## src/rtl/sistema_ventilacao_seq.sv

```systemverilog
// Clocked ventilation controller: pressure-cascade health check, persistence filter and 4-state alarm FSM.
// Define VENT_HISTERESE_EN to add 1 LSB of per-boundary hysteresis on the health decision.
module sistema_ventilacao_seq #(
    parameter int NUM_ZONAS = 4,
    parameter int LARG_PRES = 4,
    parameter int DIF_MIN   = 1,
    parameter int PERSIST   = 8
) (
    input  logic                           clk,
    input  logic                           rst,
    input  logic [NUM_ZONAS*LARG_PRES-1:0] sens_pres,
    input  logic [LARG_PRES-1:0]           sens_pres_rea,
    input  logic                           reconhece,
    output logic [NUM_ZONAS-1:0]           damper,
    output logic                           alarme_sonoro,
    output logic                           isolamento,
    output logic [1:0]                     estado
);

    typedef enum logic [1:0] {
        NORMAL      = 2'd0,
        SUSPEITA    = 2'd1,
        ALARME      = 2'd2,
        RECONHECIDO = 2'd3
    } estado_t;

    localparam int                 CW         = $clog2(PERSIST + 1);
    localparam logic [CW-1:0]      PERSIST_C  = CW'(PERSIST);
    localparam logic [CW-1:0]      PERSIST_M1 = CW'(PERSIST - 1);
    localparam logic [LARG_PRES:0] DIF_W      = (LARG_PRES + 1)'(DIF_MIN);

    logic [LARG_PRES-1:0] p [NUM_ZONAS+1];
    logic [NUM_ZONAS-1:0] healthy;
    logic                 rec_q;

    // NOTE: the sample stage has no reset and keeps tracking the inputs while rst is
    // high, so the first compare after reset already sees real pressures.
    always_ff @(posedge clk) begin
        rec_q <= reconhece;
    end

`ifdef VENT_HISTERESE_EN
    logic [NUM_ZONAS-1:0] alto;
    logic [NUM_ZONAS-1:0] baixo;
    logic [NUM_ZONAS-1:0] health_d;
    logic [NUM_ZONAS-1:0] health_q;

    always_comb begin
        for (int i = 0; i < NUM_ZONAS; i++) begin
            p[i] = sens_pres[i*LARG_PRES +: LARG_PRES];
        end
        p[NUM_ZONAS] = sens_pres_rea;
    end

    for (genvar g = 0; g < NUM_ZONAS; g++) begin : g_fronteira
        logic [LARG_PRES:0] lim_alto;
        logic [LARG_PRES:0] lim_baixo;
        assign lim_alto  = {1'b0, p[g+1]} + DIF_W;
        assign lim_baixo = (lim_alto == '0) ? '0 : lim_alto - 1'b1;
        assign alto[g]   = ({1'b0, p[g]} >= lim_alto);
        assign baixo[g]  = ({1'b0, p[g]} <  lim_baixo);
        // A healthy boundary only drops once pressure falls below the lowered threshold.
        assign health_d[g] = health_q[g] ? !baixo[g] : alto[g];
    end

    always_ff @(posedge clk) begin
        if (rst) begin
            health_q <= alto;
        end else begin
            health_q <= health_d;
        end
    end

    assign healthy = health_q;
`else
    logic [NUM_ZONAS*LARG_PRES-1:0] pres_q;
    logic [LARG_PRES-1:0]           rea_q;

    always_ff @(posedge clk) begin
        pres_q <= sens_pres;
        rea_q  <= sens_pres_rea;
    end

    always_comb begin
        for (int i = 0; i < NUM_ZONAS; i++) begin
            p[i] = pres_q[i*LARG_PRES +: LARG_PRES];
        end
        p[NUM_ZONAS] = rea_q;
    end

    // Extra bit keeps p[i+1] + DIF_MIN from wrapping at full-scale pressure.
    for (genvar g = 0; g < NUM_ZONAS; g++) begin : g_fronteira
        assign healthy[g] = ({1'b0, p[g]} >= ({1'b0, p[g+1]} + DIF_W));
    end
`endif

    logic                 violacao;
    logic [CW-1:0]        cnt_q, cnt_d;
    logic [CW-1:0]        clr_q, clr_d;
    estado_t              est_q, est_d;
    logic                 alarme_d, isol_d;
    logic [NUM_ZONAS-1:0] damper_d;

    assign violacao = ~&healthy;

    // NOTE: combinational next-state logic uses blocking assignments with a default
    // for every output first, so no latch is inferred.
    always_comb begin
        cnt_d = '0;
        if (violacao) begin
            cnt_d = (cnt_q == PERSIST_C) ? cnt_q : cnt_q + CW'(1);
        end
    end

    always_comb begin
        est_d = est_q;
        clr_d = '0;
        unique case (est_q)
            NORMAL: begin
                if (violacao) est_d = SUSPEITA;
            end
            SUSPEITA: begin
                if (!violacao)                est_d = NORMAL;
                else if (cnt_d == PERSIST_C)  est_d = ALARME;
            end
            ALARME: begin
                if (rec_q) est_d = RECONHECIDO;
            end
            RECONHECIDO: begin
                // Any violation restarts the clear window without re-sounding the alarm.
                if (!violacao) begin
                    if (clr_q == PERSIST_M1) est_d = NORMAL;
                    else                     clr_d = clr_q + CW'(1);
                end
            end
            default: est_d = NORMAL;
        endcase
    end

    assign alarme_d = (est_d == ALARME);
    assign isol_d   = (est_d == ALARME) || (est_d == RECONHECIDO);
    assign damper_d = healthy & {NUM_ZONAS{!isol_d}};

    // NOTE: sequential state is written only with non-blocking assignments.
    always_ff @(posedge clk) begin
        if (rst) begin
            est_q         <= NORMAL;
            cnt_q         <= '0;
            clr_q         <= '0;
            alarme_sonoro <= 1'b0;
            isolamento    <= 1'b0;
            damper        <= '0;
        end else begin
            est_q         <= est_d;
            cnt_q         <= cnt_d;
            clr_q         <= clr_d;
            alarme_sonoro <= alarme_d;
            isolamento    <= isol_d;
            damper        <= damper_d;
        end
    end

    assign estado = est_q;

endmodule

```

## config.mk

```make
export PLATFORM = sky130hd
export DESIGN_NAME = sistema_ventilacao_seq
export DESIGN_NICKNAME = d
export VERILOG_FILES = /design/src/rtl/sistema_ventilacao_seq.sv
export SDC_FILE = /design/constraint.sdc
export NUM_CORES = 1
export LEC_CHECK = 0
export ABC_AREA = 1
export BUFFER_PORTS_ARGS = -buffer_cell sky130_fd_sc_hd__buf_2
export CORE_AREA = 2 2 68 70
export CTS_CLUSTER_SIZE = 16
export DETAILED_ROUTE_END_ITERATION = 10
export DIE_AREA = 0 0 70 72
export GPL_ROUTABILITY_DRIVEN = 0
export PLACE_DENSITY = 0.67
export SETUP_SLACK_MARGIN = 0.02
export SLEW_MARGIN = 10
export SYNTH_ARGS = -nofsm -noshare
export SYNTH_HDL_FRONTEND = slang
export SYNTH_SLANG_ARGS = --single-unit
```

## constraint.sdc

```tcl
create_clock -name clk -period 3.1 [get_ports clk]
set_input_delay 0.155 -clock clk [delete_from_list [all_inputs] [get_ports clk]]
set_output_delay 0.155 -clock clk [all_outputs]
set_load 0.03 [all_outputs]
```

## After elaboration in Yosys (flattened, before gate mapping)

Cells that the tools add are included.

| operators by class | value |
|---|---|
| add/sub/neg operators | 6 |
| magnitude comparators | 4 |
| equality and inequality tests | 8 |
| mux-type cells | 9 |
| bitwise operators | 3 |
| reductions and logical operators | 5 |

Operator list:

| operator | count |
|---|---|
| $add 4x1->5 const B | 4 |
| $ge 4x5->1 | 4 |
| $mux 2 | 6 |
| $add 4x1->4 const B | 2 |
| $eq 2x2->1 const B | 4 |
| $eq 4x4->1 const B | 2 |
| $mux 4 | 2 |
| $pmux 2 s4 | 1 |
| $and 4x4->4 | 1 |
| $eq 4x3->1 const B | 1 |
| $reduce_and 4->1 | 1 |
| $reduce_or 4->1 | 1 |
| $eq 2x1->1 const B | 1 |
| $logic_not 2->1 | 1 |
| $not 1->1 | 2 |
| $logic_not 1->1 | 1 |
| $logic_or 1x1->1 | 1 |

| word-level totals | value |
|---|---|
| register bits after elaboration | 37 |
| input bits | 23 |
| output and inout port bits | 8 |
| logic and storage cells | 44 |

## Logic depth before layout (Yosys ltp)

| logic depth | value |
|---|---|
| word-level depth | 12 |
| mapped depth | 15 |
| mapped depth without buffers | 15 |

## Worst setup path after synthesis

Ideal clock, no wire load.

| timing | value |
|---|---|
| kind | reg-to-reg |
| start point | reg pres_q[8] |
| end point | reg damper[1] |
| library setup time | 0.117 ns |
| arrival | 1.705 ns |
| required time | 2.983 ns |
| path slack | 1.278 ns |
| stages on the path, launching flop included | 16 |
| buffers on the path | 0 |
| period minus slack after synthesis | 1.822 ns |
| path through | dfxtp_1 -> ha_1 -> xnor2_1 -> ha_1 -> nand2_1 -> nand2_1 -> a21oi_1 -> nand2_1 -> nand2_1 -> nor2_4 -> nand2_2 -> nand2_1 -> nand2_1 -> nand3_2 -> nand2_2 -> nor2_1 |

| between the ends | value |
|---|---|
| word-level cells in the longest chain between the ends | 12 |
| elaborated cells between the ends (all ways) | 16 |
| those cells by class | 1 x add/sub; 2 x order compare; 3 x eq/ne; 6 x mux; 1 x bitwise; 3 x reduce/logical |

RTL lines:

| item | line | text |
|---|---|---|
| from (decl) | 76 | `logic [NUM_ZONAS*LARG_PRES-1:0] pres_q;` |
| from (signal assigned) | 80 | `pres_q <= sens_pres;` |
| $add 4x1->5 | 93 | `assign healthy[g] = ({1'b0, p[g]} >= ({1'b0, p[g+1]} + DIF_W));` |
| $ge 4x5->1 | 93 |  |
| $reduce_and 4->1 | 104 | `assign violacao = ~&healthy;` |
| $mux 4 | 110 | `if (violacao) begin` |
| $eq 4x4->1 | 124 | `else if (cnt_d == PERSIST_C) est_d = ALARME;` |
| $mux 2 | 124 |  |
| $mux 2 | 123 | `if (!violacao) est_d = NORMAL;` |
| $pmux 2 s4 | 118 | `unique case (est_q)` |
| $eq 2x2->1 | 141 | `assign isol_d = (est_d == ALARME) \|\| (est_d == RECONHECIDO);` |
| $logic_or 1x1->1 | 141 |  |
| $logic_not 1->1 | 142 | `assign damper_d = healthy & {NUM_ZONAS{!isol_d}};` |
| $and 4x4->4 (*) | 142 |  |
| to (signal assigned) | 159 | `damper <= damper_d;` |
| to (decl) | 14 | `output logic [NUM_ZONAS-1:0] damper,` |

Mark *: on every way between the ends. The rest lies on a longest branch, timed or not.
A chain may end at the register's enable or synchronous reset.

## Worst setup path after layout

| timing | value |
|---|---|
| start point | reg pres_q[12] |
| end point | reg damper[0] |

| between the ends | value |
|---|---|
| word-level cells in the longest chain between the ends | 12 |
| elaborated cells between the ends (all ways) | 16 |
| those cells by class | 1 x add/sub; 2 x order compare; 3 x eq/ne; 6 x mux; 1 x bitwise; 3 x reduce/logical |

RTL lines:

| item | line |
|---|---|
| $add 4x1->5 | 93 |
| $ge 4x5->1 | 93 |
| $reduce_and 4->1 (*) | 104 |
| $mux 4 | 110 |
| $eq 4x4->1 | 124 |
| $mux 2 | 124 |
| $mux 2 | 123 |
| $pmux 2 s4 (*) | 118 |
| $eq 2x2->1 | 141 |
| $logic_or 1x1->1 (*) | 141 |
| $logic_not 1->1 (*) | 142 |
| $and 4x4->4 (*) | 142 |

Marks and branches as above.

==> run_results.csv <==
group,metric,value,unit
clocking,clock_sinks,36,
floorplanning,die-height,72,µm
worst_setup_path,worstSetupPathType,"flip-flop to flip-flop",
grt,grt_pass1_vias,1253,
clocking,clock-root-buffer,"clkbuf_8",
drt,drtIter0Drc,35,
yosys,ys_types,22,
worst_setup_path,critPathLaunchType,"flip-flop",
yosys,synth_warnings,0,
drt,vias_per_cell,4.356,
placement,placed_area,0.001881,mm²
grt,antenna_found_initial,0,
grt,grt_usage,12.32,%
final_layout,register_area,720.7,µm²
worst_setup_path,crit_arrival,2.19,ns
final_layout,area_delta_synth_final,30.52,%
yosys,synth_ff_type,"dfxtp_1",
clocking,cts_max_path_buffers,2,
yosys,synthArstFlopShare,0,%
outcome,status,"finished clean",
sta,slew_headroom,87.20,%
yosys,yosysMostFrequentCell,"dfxtp_1",
sta,setup_violations,0,
final_layout,fin_nets,296,
power,ir_worst_vdd,0.2874,mV
placement,port_buffers,30,
clocking,numCtsBuffers,5,
drt,wl,2741,µm
clocking,h-tree-depth,2,
worst_setup_path,critPathMaxFanout,4,
clocking,cts_tree,"built",
sta,period_share,63.14,%
drt,vias,1320,
floorplanning,core_area,0.004264,mm²
sta,tns,0,ns
power,powerDensity,492.8,mW/mm²
final_layout,layout-drive-gt1-share,21.12,%
sta,max_freq,510.9,MHz
worst_setup_path,endpoint_kind,"flip-flop",
clocking,ctsResizeCount,0,
floorplanning,dieArea,0.005040,mm²
drt,ant_nets,0,
yosys,synth_nets,239,
yosys,synthTopCellsByArea,"dfxtp_1, ha_1, nand2_1",
drt,remaining_drc_errors,0,
sta,worstMarginPinSlew,0.1913,ns
power,total_leakage_power,1.138,nW
grt,grt_pass1_wl,4843,µm
final_layout,multi_input_area,820.8,µm²
floorplanning,start_util,39.23,%
floorplanning,pin_count,31,
grt,grt_max_degree,12,
clocking,post-cts-setup-buffers,0,
drt,wire_per_inst,9.046,µm
sta,clock_skew,0.007981,ns
sta,layout_setup_ws,1.143,ns
floorplanning,die_w,70,µm
yosys,synth_edf_count,0,
run,max_cap_violations,0,
yosys,seq_area_frac_synth,43.08,%
placement,hpwl,2132,µm
sta,rsz0062_at_grt,"false",
worst_setup_path,cp.required,3.33,ns
sta,maxSlewViolCount,0,
min_path,holdCritPathClass,"primary input to flip-flop",
yosys,synth.top_cells.by_count,"dfxtp_1, nand2_1, inv_1",
yosys,syn_inst,193,
grt,overflow,0,
clocking,path_clk_slew,0.07,ns
yosys,synth_top_area_share,43.08,%
final_layout,utilization,51.20,%
yosys,syn_area_per_cell,8.668,µm²
yosys,synth_seq_cells,36,
sta,hold_viol_final,0,
floorplanning,num_rows,24,
placement,preCtsSetupSlack,1.128,ns
yosys,syn_area,0.001673,mm²
final_layout,stdcell_area,0.002183,mm²
drt,dr.pass1.iters,4,
clocking,clkLatencyLatePin,0.29,ns
final_layout,fillCellCount,414,
yosys,yosysTopAreaCell,"dfxtp_1",
final_layout,diodes,0,
sta,finalCriticalPeriod,1.957,ns
-- per-stage QoR --
step / cells / power, mW / hold slack, ns
6_report: 303 / 1.076 / 0.05351
5_1_grt: 303 / 1.146 / 0.04959
4_1_cts: 303 / 1.091 / 0.04774
3_5_place_dp: 274 / 0.7321 / 0.2586
3_3_place_gp: 274 / 0.7263 / 0.2571
2_1_floorplan: 193 / 0.6796 / 0.1827
-- worst paths after layout --
kind	endpoint	depth (start not counted)	start	slack, ns
max reg2reg	damper[0]$_SDFF_PP0_	15	pres_q[12]$_DFF_P_	1.14
min reg2reg	clr_q[0]$_SDFF_PP0_	1	clr_q[0]$_SDFF_PP0_	0.45
max	damper[0]$_SDFF_PP0_	15	pres_q[12]$_DFF_P_	1.14
min	estado[0]$_SDFF_PP0_	2	rst	0.05
-- critical path: stages (launching register included) --
cell and delay [ns]:
dfxtp_1 0.33, ha_1 0.22, xnor2_1 0.13, ha_1 0.29
nand2_1 0.05, inv_1 0.05, nand3_1 0.06, nand3_1 0.07
nand2_1 0.08, nor2_2 0.16, nand2_2 0.10, nand2_1 0.07
nand2_1 0.07, nand3_2 0.07, nand2_2 0.07, nor2_1 0.09
-- per-layer routing --
metal	GRT usage, %	routed length, µm	vias up
met5	0	0	-
li1	-	-	715
met1	12.84	1231	578
met4	7.051	66	0
met2	21.90	1318	21
met3	4.028	125	6
-- layout make-up --
| type | count | area share (%) |
|---|---|---|
| Clock inverter | 2 | 0.4585 |
| Clock buffer | 6 | 3.782 |
| Sequential cell | 36 | 33.01 |
| Tap cell | 52 | 2.980 |
| Multi-Input combinational cell | 123 | 37.59 |
| Timing Repair Buffer | 51 | 16.50 |
| Inverter | 33 | 5.673 |
-- cells in the final DEF (no fill, tap or decap), drive strengths merged --
master and count:
a21oi 3, buf 30, clkbuf 6, clkinv 3, dfxtp 36, dlygate4sd3 21, ha 23, inv 32
nand2 38, nand3 19, nand3b 2, nand4 4, nor2 20, nor3 1, nor3b 1, xnor2 4
xor2 8
-- cell families (layout without fill, tap and decap cells) --
group                      count (synthesis)  after routing  synth area share, %
AOI/OAI and AO/OA                          3              3               0.8973
xor gates and xnor gates                  12             12                6.732
adders and majority gates                 23             23                17.20
buffers and inverters                     34             92                7.853
DFF                                       36             36                43.08
and+or+nand+nor                           85             85                24.23
-- power by group --
group	leakage, nW	internal, mW	switching [mW]
registers	0.300	0.494	0.0206
clock network	0.0510	0.177	0.160
logic	0.787	0.0978	0.126
-- state kept, by name, summed over array words and instances (netlist names) --
name and flops:
alarme_sonoro 1, clr_q 4, cnt_q 4, damper 4, estado 1, isolamento 1, pres_q 16, rea_q 4
rec_q 1
-- what timing repair did --
action                     in CTS  in global routing
setup endpoints to repair       0                  0
hold endpoints to repair       21                  0
hold buffers                   21                  0
Power figures use the tool's default switching activity.
